File: src/rtl/muldiv_unit.sv
// Iterative radix-2 multiply/divide unit for the eight RV32M operations.
// Operands are held as magnitudes; the sign is applied once when the result is written.
module muldiv_unit #(
    parameter int unsigned XLEN = 32
) (
    input  logic            clk,
    input  logic            rst_n,
    input  logic            in_valid,
    output logic            in_ready,
    input  logic [XLEN-1:0] r1,
    input  logic [XLEN-1:0] r2,
    input  logic [2:0]      funct3,
    input  logic            flush,
    output logic            out_valid,
    input  logic            out_ready,
    output logic [XLEN-1:0] result,
    output logic            busy
);

    localparam int unsigned CW = $clog2(XLEN);
    localparam int unsigned PW = 2 * XLEN;
    localparam logic [XLEN-1:0] MIN_NEG = {1'b1, {(XLEN-1){1'b0}}};

    typedef enum logic [1:0] {S_IDLE, S_CALC, S_DONE} state_e;

    state_e          state_q, state_d;
    logic [2:0]      funct_q, funct_d;
    logic [XLEN-1:0] a_q, a_d;
    logic [PW-1:0]   prod_q, prod_d;
    logic            neg_q, neg_d;
    logic [CW-1:0]   cnt_q, cnt_d;
    logic [XLEN-1:0] result_q, result_d;
    logic            out_valid_q, out_valid_d;

    // Operand decode at acceptance
    logic            is_div, r1_signed, r2_signed, neg1, neg2, res_neg;
    logic [XLEN-1:0] mag1, mag2;
    logic            div_zero, div_ovf, special;
    logic [XLEN-1:0] special_res;

    assign is_div    = funct3[2];
    assign r1_signed = (funct3 == 3'b001) || (funct3 == 3'b010) ||
                       (funct3 == 3'b100) || (funct3 == 3'b110);
    assign r2_signed = (funct3 == 3'b001) || (funct3 == 3'b100) || (funct3 == 3'b110);
    assign neg1      = r1_signed & r1[XLEN-1];
    assign neg2      = r2_signed & r2[XLEN-1];
    assign mag1      = neg1 ? -r1 : r1;
    assign mag2      = neg2 ? -r2 : r2;
    assign res_neg   = (funct3 == 3'b110) ? neg1 : (neg1 ^ neg2);

    assign div_zero    = is_div && (r2 == '0);
    assign div_ovf     = is_div && !funct3[0] && (r1 == MIN_NEG) && (r2 == '1);
    assign special     = div_zero || div_ovf;
    assign special_res = div_zero ? (funct3[1] ? r1 : '1) : (funct3[1] ? '0 : r1);

    // One iteration step: shift-add for multiply, restoring shift-subtract for divide
    logic [XLEN:0]   mul_sum, div_shift, div_diff;
    logic [PW-1:0]   mul_next, div_next, step, step_signed;
    logic [XLEN-1:0] quo, rem, final_res;

    assign mul_sum   = {1'b0, prod_q[PW-1:XLEN]} + (prod_q[0] ? {1'b0, a_q} : '0);
    assign mul_next  = {mul_sum, prod_q[XLEN-1:1]};
    assign div_shift = {prod_q[PW-1:XLEN], prod_q[XLEN-1]};
    assign div_diff  = div_shift - {1'b0, a_q};
    assign div_next  = div_diff[XLEN] ? {div_shift[XLEN-1:0], prod_q[XLEN-2:0], 1'b0}
                                      : {div_diff[XLEN-1:0],  prod_q[XLEN-2:0], 1'b1};
    assign step        = funct_q[2] ? div_next : mul_next;
    assign step_signed = neg_q ? -step : step;
    assign quo         = step[XLEN-1:0];
    assign rem         = step[PW-1:XLEN];

    always_comb begin
        case (funct_q)
            3'b000:                 final_res = step_signed[XLEN-1:0];
            3'b001, 3'b010, 3'b011: final_res = step_signed[PW-1:XLEN];
            3'b100, 3'b101:         final_res = neg_q ? -quo : quo;
            default:                final_res = neg_q ? -rem : rem;
        endcase
    end

    always_comb begin
        state_d     = state_q;
        funct_d     = funct_q;
        a_d         = a_q;
        prod_d      = prod_q;
        neg_d       = neg_q;
        cnt_d       = cnt_q;
        result_d    = result_q;
        out_valid_d = out_valid_q;
        if (flush) begin
            state_d     = S_IDLE;
            out_valid_d = 1'b0;
        end else begin
            case (state_q)
                S_IDLE: begin
                    if (in_valid) begin
                        funct_d = funct3;
                        a_d     = is_div ? mag2 : mag1;
                        prod_d  = {{XLEN{1'b0}}, (is_div ? mag1 : mag2)};
                        neg_d   = res_neg;
                        cnt_d   = CW'(XLEN - 1);
                        if (special) begin
                            result_d    = special_res;
                            out_valid_d = 1'b1;
                            state_d     = S_DONE;
                        end else begin
                            state_d = S_CALC;
                        end
                    end
                end
                S_CALC: begin
                    prod_d = step;
                    if (cnt_q == '0) begin
                        result_d    = final_res;
                        out_valid_d = 1'b1;
                        state_d     = S_DONE;
                    end else begin
                        cnt_d = cnt_q - CW'(1);
                    end
                end
                S_DONE: begin
                    if (out_ready) begin
                        out_valid_d = 1'b0;
                        state_d     = S_IDLE;
                    end
                end
                default: state_d = S_IDLE;
            endcase
        end
    end

    always_ff @(posedge clk or negedge rst_n) begin
        if (!rst_n) begin
            state_q     <= S_IDLE;
            funct_q     <= '0;
            a_q         <= '0;
            prod_q      <= '0;
            neg_q       <= 1'b0;
            cnt_q       <= '0;
            result_q    <= '0;
            out_valid_q <= 1'b0;
        end else begin
            state_q     <= state_d;
            funct_q     <= funct_d;
            a_q         <= a_d;
            prod_q      <= prod_d;
            neg_q       <= neg_d;
            cnt_q       <= cnt_d;
            result_q    <= result_d;
            out_valid_q <= out_valid_d;
        end
    end

    assign in_ready  = (state_q == S_IDLE);
    assign busy      = (state_q == S_CALC);
    assign out_valid = out_valid_q;
    assign result    = result_q;

endmodule

File: config.mk
export PLATFORM = sky130hd
export DESIGN_NAME = muldiv_unit
export DESIGN_NICKNAME = d
export VERILOG_FILES = /design/src/rtl/muldiv_unit.sv
export SDC_FILE = /design/constraint.sdc
export NUM_CORES = 1
export LEC_CHECK = 0
export CORE_MARGIN = 2
export CORE_UTILIZATION = 50
export DETAILED_ROUTE_END_ITERATION = 10
export PLACE_DENSITY = 0.69
export SYNTH_ARGS = -nofsm -noshare
export SYNTH_HDL_FRONTEND = slang
export SYNTH_SLANG_ARGS = --single-unit
File: constraint.sdc
create_clock -name clk -period 15.1 [get_ports clk]
set_input_delay 3.775 -clock clk [delete_from_list [all_inputs] [get_ports clk]]
set_output_delay 3.775 -clock clk [all_outputs]
set_load 0.01 [all_outputs]
==> impl_metrics.toml, run 1 <==
[layout]
post_route_cells_drive_above_1_share_pct = 6.88
final_cell_area_sq_mm = 0.0181
num-fill-cells = 3028
synthToLayoutAreaGrowth_pct = 11.6
finalNonFillerCells = 2627
num_antenna_cells = 0
fin_nets = 2360

[global_route]
grt_start_max_net_pins = 130
vias_in_the_first_global_route = 16300
gr_ovfl_total = 0
groute.usage.overall_pct = 38.5
grt_first_pass_wirelength_microns = 98000
antenna_found_initial = 3

[clocking]
clock_tree_from_tritoncts = "built"
cts-resized-gates = 0
clock_path_buffers = 2
maximum_level_of_the_cts_h_tree = 4
clock-sinks = 140
clockRootBuffer = "clkbuf_16"
count_of_hold_buffers_inserted_by_post_cts_repair = 0
clk_pin_slew_worst_paths_ns = 0.07
clkLatencyLatePin_ns = 0.46
postCtsSetupRepairBufs = 0
cts_buffers = 17

[logic_synthesis]
synthCells = 2183
post_synth_main_area_contributors = "dfrtp_1 22%, o21ai_0 6.7%, a21oi_1 6.2%"
yosys.cell_types.count = 107
post_synth_instance_area_sq_mm = 0.0162
synth-seq-area-share_pct = 21.6
synthesis.nets = 2331
syn_avg_cell_area_sq_um = 7.42
yosysMostFrequentCell = "nand2_1"
total_number_of_yosys_warnings = 0
ys_async_sr_fraction_pct = 100
ys_seq_elements = 140
synth.top_cells.by_count = "261 x nand2_1, 218 x o21ai_0, 200 x a21oi_1, 179 x nor2_1, 140 x dfrtp_1"
synth_ff_type = "dfrtp_1"
synthDominantAreaCellType = "dfrtp_1"
synth_enable_flop_cells = 0
synth_top_cell_area_share_pct = 21.6

[run_status]
status = "finished, final reports clean"

[worst_setup_path]
critPathCapture = "result[27]$_DFFE_PN0P_"
timing.critical_path.from_type = "input pin"
worstPathCellList = "clkdlybuf4s50_1 > inv_1 > ha_1 > nand4_1 > or4b_1 > nor3_1 > nor4b_2 > nand3_1 > o41ai_1 > nand3_1 > a221o_1 > buf_4 > nor2_1 > o21ai_0 > a221oi_1 > a21oi_1"
cp-startpoint = "r2[0]"
max_stage_delay_ns = 0.61
timing.critical_path.to_type = "register"
timing_worst_setup_path_type = "input pin to register"
r2r-end = "result[10]$_DFFE_PN0P_"
critical_path.slowest_cell = "or4b_1"
cp_common_cell = "nand3_1"
rr_startpoint = "prod_q[31]$_DFFE_PN0P_"
rrSetupSlack_ns = 7.71
timing.reg2reg.worst_path_depth = 24
worst-endpoint-arrival_ns = 8.70
critPathRequiredTime_ns = 15.42
crit_fanout = 52

[routing]
drt_wl_total_microns = 65300
drt-vias-per-instance = 6.68
drt-initial-drc-count = 2191
drt-pass1-iter-count = 7
detailroute.via_count = 17500
route.antenna.remaining_nets = 0
remaining_drc_errors = 0
routed_wire_length_per_instance_microns = 24.9

[pwr]
vdd_drop_max_v = 0.000130
power-per-cell-area_mw_per_mm2 = 263
p_leak_uw = 0.00720

[placement]
postPlaceCellArea_sq_mm = 0.0175
place_congestion = 1.00
io_buffer_count = 106
dpl.hpwl_microns = 51100
cell_count_after_placement = 2595

[sta]
worst_slew_margin_rel_pct = 21.6
max_slew.worst_pin.slew_ns = 1.18
setup_repair_after_global_routing_missed_its_margin = "no"
timing_max_transition_violations_final = 0
setup_total_negative_slack_ns = 0
setup_clock_skew_after_layout_ns = 0.0176
fin_hold_viols = 0
fin_crit_sh_pct = 55.5
maxClockFrequency_mhz = 119
min_period_ns = 8.38
report.final.setup_viol = 0

[hold_path]
worstHoldPathType = "register to register"

[floorplan]
die_area_sq_mm = 0.0338
floorplan.rows = 65
boundaryPins = 107
design.core.area_sq_mm = 0.0317
die_w_microns = 184
floorplan.initialDensity_pct = 51.0
die_h_microns = 184

[run]
cap_viol_max_count = 0
[registers in the layout, summed over array words and instances, names as in the netlist]
name       flops
result        32
neg_q          1
out_valid      1
cnt_q          5
a_q           32
funct_q        3
state_q        2
prod_q        64
[worst min path at each step]
| stage | start | end | slack, ns | cells past startpoint |
|---|---|---|---|---|
| 2_1_floorplan | a_q[10]$_DFFE_PN0P_ | a_q[10]$_DFFE_PN0P_ | 0.46 | 2 |
| 3_3_place_gp | result[6]$_DFFE_PN0P_ | result[6]$_DFFE_PN0P_ | 0.47 | 2 |
| 3_5_place_dp | result[1]$_DFFE_PN0P_ | result[1]$_DFFE_PN0P_ | 0.47 | 2 |
| 4_1_cts | result[1]$_DFFE_PN0P_ | result[1]$_DFFE_PN0P_ | 0.49 | 2 |
| 5_1_grt | result[1]$_DFFE_PN0P_ | result[1]$_DFFE_PN0P_ | 0.51 | 2 |
| 6_report | result[1]$_DFFE_PN0P_ | result[1]$_DFFE_PN0P_ | 0.48 | 2 |
[area by class of cell]
| type | instances | area, sq um | share of cell area, % |
|---|---|---|---|
| Clock buffer | 17 | 425 | 2.35 |
| Multi-Input combinational cell | 1841 | 11900 | 65.8 |
| Clock inverter | 15 | 170 | 0.942 |
| Timing Repair Buffer | 139 | 1310 | 7.24 |
| Inverter | 73 | 274 | 1.52 |
| Sequential cell | 140 | 3510 | 19.4 |
| Tap cell | 402 | 503 | 2.78 |
[where the power goes]
| part | leakage [uW] | internal (uW) | switching [uW] |
|---|---|---|---|
| sequential | 0.00177 | 536 | 244 |
| combinational | 0.00514 | 1240 | 2300 |
| clock | 0.000288 | 222 | 211 |
[stage by stage]
step | setup WS [ns] | hold WS [ns] | utilization [%] | total power [uW]
floorplan | 8.04 | 0.464 | - | 3060
global placement | 6.49 | 0.473 | 55.1 | 4170
detailed placement | 6.35 | 0.466 | 55.1 | 4200
CTS | 6.84 | 0.486 | 57.0 | 4660
global route | 6.37 | 0.510 | 57.0 | 5050
finish | 6.72 | 0.485 | 57.0 | 4750
[kinds of logic after synthesis]
| group | share of synthesized area [%] |
|---|---|
| buf+inv | 5.04 |
| flops | 21.6 |
| fa+ha+maj | 5.97 |
| compound gates | 33.2 |
| xor+xnor | 8.38 |
| simple gates | 22.5 |
| mux | 3.28 |
[per-layer routing]
layer | wire length (microns) | track usage [%] | vias up
met1 | 27000 | 49.8 | 8322
met5 | 27 | 0 | -
li1 | - | - | 8192
met2 | 29300 | 60.8 | 847
met4 | 3890 | 21.5 | 4
met3 | 5140 | 6.76 | 176
[cells in the final DEF (no fill, tap or decap), types with 9 or more instances in the layout]
cell type,count
or2_2,9
a211oi_1,16
xnor2_1,97
buf_4,34
a22o_1,23
a22oi_1,17
clkdlybuf4s50_1,104
o41ai_1,15
nor2_1,179
o21a_1,17
ha_1,74
nor3_1,58
a2111oi_0,9
nor2b_1,11
nand2_1,261
o31ai_1,33
and2_1,43
o21bai_1,12
nor4_1,14
inv_1,72
a21o_1,19
nand4_1,29
o21ai_0,217
dfrtp_1,138
mux2i_1,37
o221ai_1,31
o21ai_1,16
nor3b_1,10
mux2_2,13
a31oi_1,32
a221oi_1,16
clkbuf_16,17
nand3_1,42
or3_1,20
a21oi_1,200
and3_1,13
o211ai_1,30
xor2_1,58
a21boi_0,9
[critical path, delay by kind of cell]
family                   cells  cell delay, ns
adder cells (fa/ha/maj)      1            0.21
AND/OR/NAND/NOR              7            2.68
AO/OA/AOI/OAI                5            1.14
buffers and inverters        3            0.88
Note: power is estimated with default switching activity, not from simulation.
==> run 2: changes to the inputs <==
==> constraint.sdc (replaced) <==
create_clock -name clk -period 8.3 [get_ports clk]
set_input_delay 2.075 -clock clk [delete_from_list [all_inputs] [get_ports clk]]
set_output_delay 2.075 -clock clk [all_outputs]
set_load 0.01 [all_outputs]
==> run 2 against run 1 <==
Effect of this change: register-to-register slack got worse by 6.7 ns; routed wire length increased by 2.0%; global-route usage increased by 0.81 points; sequential share of layout area about the same; die area unchanged; count of clock-buffer cells in the layout increased by 1; largest cell class unchanged; clock skew increased by 0.0016 ns; hold slack got worse by 0.010 ns; cell area about the same; via count increased by 0.81%; critical path depth increased by 7.
==> impl_metrics.toml, run 2 (same netlist as run 1, synthesis figures left out) <==
[run_status]
status = "finished, final reports clean"

[sta]
fin_hold_viols = 0
report.final.setup_viol = 0
fin_crit_sh_pct = 88.1
max_slew.worst_pin.slew_ns = 1.10
maxClockFrequency_mhz = 137
setup_total_negative_slack_ns = 0
setup_repair_after_global_routing_missed_its_margin = "no"
worst_slew_margin_rel_pct = 26.8
min_period_ns = 7.31
setup_clock_skew_after_layout_ns = 0.0192
timing_max_transition_violations_final = 0

[global_route]
gr_ovfl_total = 0
vias_in_the_first_global_route = 16500
grt_first_pass_wirelength_microns = 100000
antenna_found_initial = 7
groute.usage.overall_pct = 39.3
grt_start_max_net_pins = 130

[clocking]
postCtsSetupRepairBufs = 0
clockRootBuffer = "clkbuf_16"
clock_path_buffers = 2
clk_pin_slew_worst_paths_ns = 0.07
clock-sinks = 140
clkLatencyLatePin_ns = 0.47
cts-resized-gates = 0
maximum_level_of_the_cts_h_tree = 4
cts_buffers = 17
count_of_hold_buffers_inserted_by_post_cts_repair = 0
clock_tree_from_tritoncts = "built"

[worst_setup_path]
crit_fanout = 19
critical_path.slowest_cell = "nor3_4"
timing.critical_path.to_type = "register"
timing.critical_path.from_type = "register"
timing_worst_setup_path_type = "register to register"
worstPathCellList = "inv_1 > ha_1 > inv_1 > fa_1 > a211oi_2 > o211ai_1 > nand2_1 > a21boi_4 > nor3_4 > nor3_1 > nor2_1 > ha_1 > o21ai_0 > or3b_4 > nand4bb_4 > or3_1 > nor2_1 > or4b_4 > o41a_1 > nor2_1 > xnor2_1 > a211oi_1 > o221ai_1"
critPathRequiredTime_ns = 8.60
cp_common_cell = "nor2_1"
worst-endpoint-arrival_ns = 7.62
max_stage_delay_ns = 0.76
rr_startpoint = "prod_q[31]$_DFFE_PN0P_"
cp-startpoint = "prod_q[31]$_DFFE_PN0P_"

[layout]
max_flop_register = "prod_q"
largest_register_ff_count = 64
area.sequential_sq_mm = 0.00351
most_common_cell_after_layout_fill_and_taps_aside = "nand2_1"
num-fill-cells = 3065
fin_nets = 2361
synthToLayoutAreaGrowth_pct = 11.6
final_cell_area_sq_mm = 0.0181
multi_input_area_sq_mm = 0.0119
num_antenna_cells = 0
post_route_cells_drive_above_1_share_pct = 6.87
most-common-layout-cells = "261 x nand2_1, 217 x o21ai_0, 200 x a21oi_1"

[routing]
routed_wire_length_per_instance_microns = 25.4
drt-vias-per-instance = 6.73
remaining_drc_errors = 0
route.antenna.remaining_nets = 0
drt-pass1-iter-count = 6
drt_wl_total_microns = 66600
drt-initial-drc-count = 2022
detailroute.via_count = 17700

[pwr]
vdd_drop_max_v = 0.000230
power-per-cell-area_mw_per_mm2 = 478
p_leak_uw = 0.00722

[placement]
place_congestion = 0.994
postPlaceCellArea_sq_mm = 0.0175
io_buffer_count = 106
dpl.hpwl_microns = 52400

[floorplan]
boundaryPins = 107
floorplan.rows = 65
die_area_sq_mm = 0.0338
floorplan.initialDensity_pct = 51.0
design.core.area_sq_mm = 0.0317
die_h_microns = 184
die_w_microns = 184

[hold_path]
min-delay-start = "result[1]$_DFFE_PN0P_"
worstHoldPathType = "register to register"

[run]
cap_viol_max_count = 0
## run 2: cell count changes in the layout (fill, tap and decap cells not counted)
cell	change
clkinv_8	-3
inv_6	+3
inv_8	-3
bufinv_16	+1
clkbuf_8	+1
clkinv_2	+1
dlymetal6s2s_1	+1
## run 2: area by class of cell
type	count	area share [%]
tap	402	2.78
timing repair buffer	140	7.30
clock inverter	14	0.824
clock buffer	18	2.43
sequential	140	19.4
inverter	73	1.52
multi-input combinational	1841	65.7
## run 2: report_power, final
group	total [uW]	switching [uW]	internal, uW	leakage [uW]
registers	1420	448	976	0.00177
clock network	794	363	432	0.000288
logic	6430	4190	2240	0.00516
## run 2: worst paths after layout
check,endpoint,slack (ns),depth (start not counted)
worst max-delay path,result[18]$_DFFE_PN0P_,0.99,23
worst min-delay path,result[1]$_DFFE_PN0P_,0.47,2
worst max register to register,result[18]$_DFFE_PN0P_,0.99,23
worst min register to register,result[1]$_DFFE_PN0P_,0.47,2
max in group asynchronous,funct_q[2]$_DFFE_PN0P_,5.12,2
min in group asynchronous,cnt_q[3]$_DFFE_PN0P_,1.62,1
## run 2: per-stage QoR
stage / hold WS, ns / std cells / worst slack (ns) / utilization, % / total power, uW
final: 0.474 / 2628 / 0.987 / 57.0 / 8650
after global routing: 0.495 / 2628 / 0.806 / 57.0 / 9180
after CTS: 0.480 / 2627 / 1.20 / 57.0 / 8460
after detailed placement: 0.463 / 2595 / 1.21 / 55.1 / 7640
after global placement: 0.464 / 2595 / 1.32 / 55.1 / 7600
after floorplan: 0.464 / 2183 / 2.84 / - / 5570
## run 2: worst max-delay path: cells and delay by family (launching register included)
kind / cells / cell delay, ns
fa+ha+maj: 3 / 0.83
flops: 1 / 0.45
simple gates: 10 / 3.74
xor+xnor: 1 / 0.09
compound gates: 7 / 1.90
buf+inv: 2 / 0.14
## run 2: per-layer routing
metal	GRT usage [%]	wire, microns	part of all wire, %
met1	50.4	27400	41
met2	62.8	29700	45
met3	8.32	5990	9.0
met4	18.9	3560	5.3
met5	0	43	0.065
==> run 3: changes to the inputs <==
--- a/config.mk
+++ b/config.mk
@@ -7,6 +7,7 @@
 export LEC_CHECK = 0
 export CORE_MARGIN = 2
 export CORE_UTILIZATION = 50
+export CTS_CLUSTER_SIZE = 25
 export DETAILED_ROUTE_END_ITERATION = 10
 export PLACE_DENSITY = 0.69
 export SYNTH_ARGS = -nofsm -noshare
==> results of run 3 <==
Final layout, timing and power as in run 2 (identical DEF).
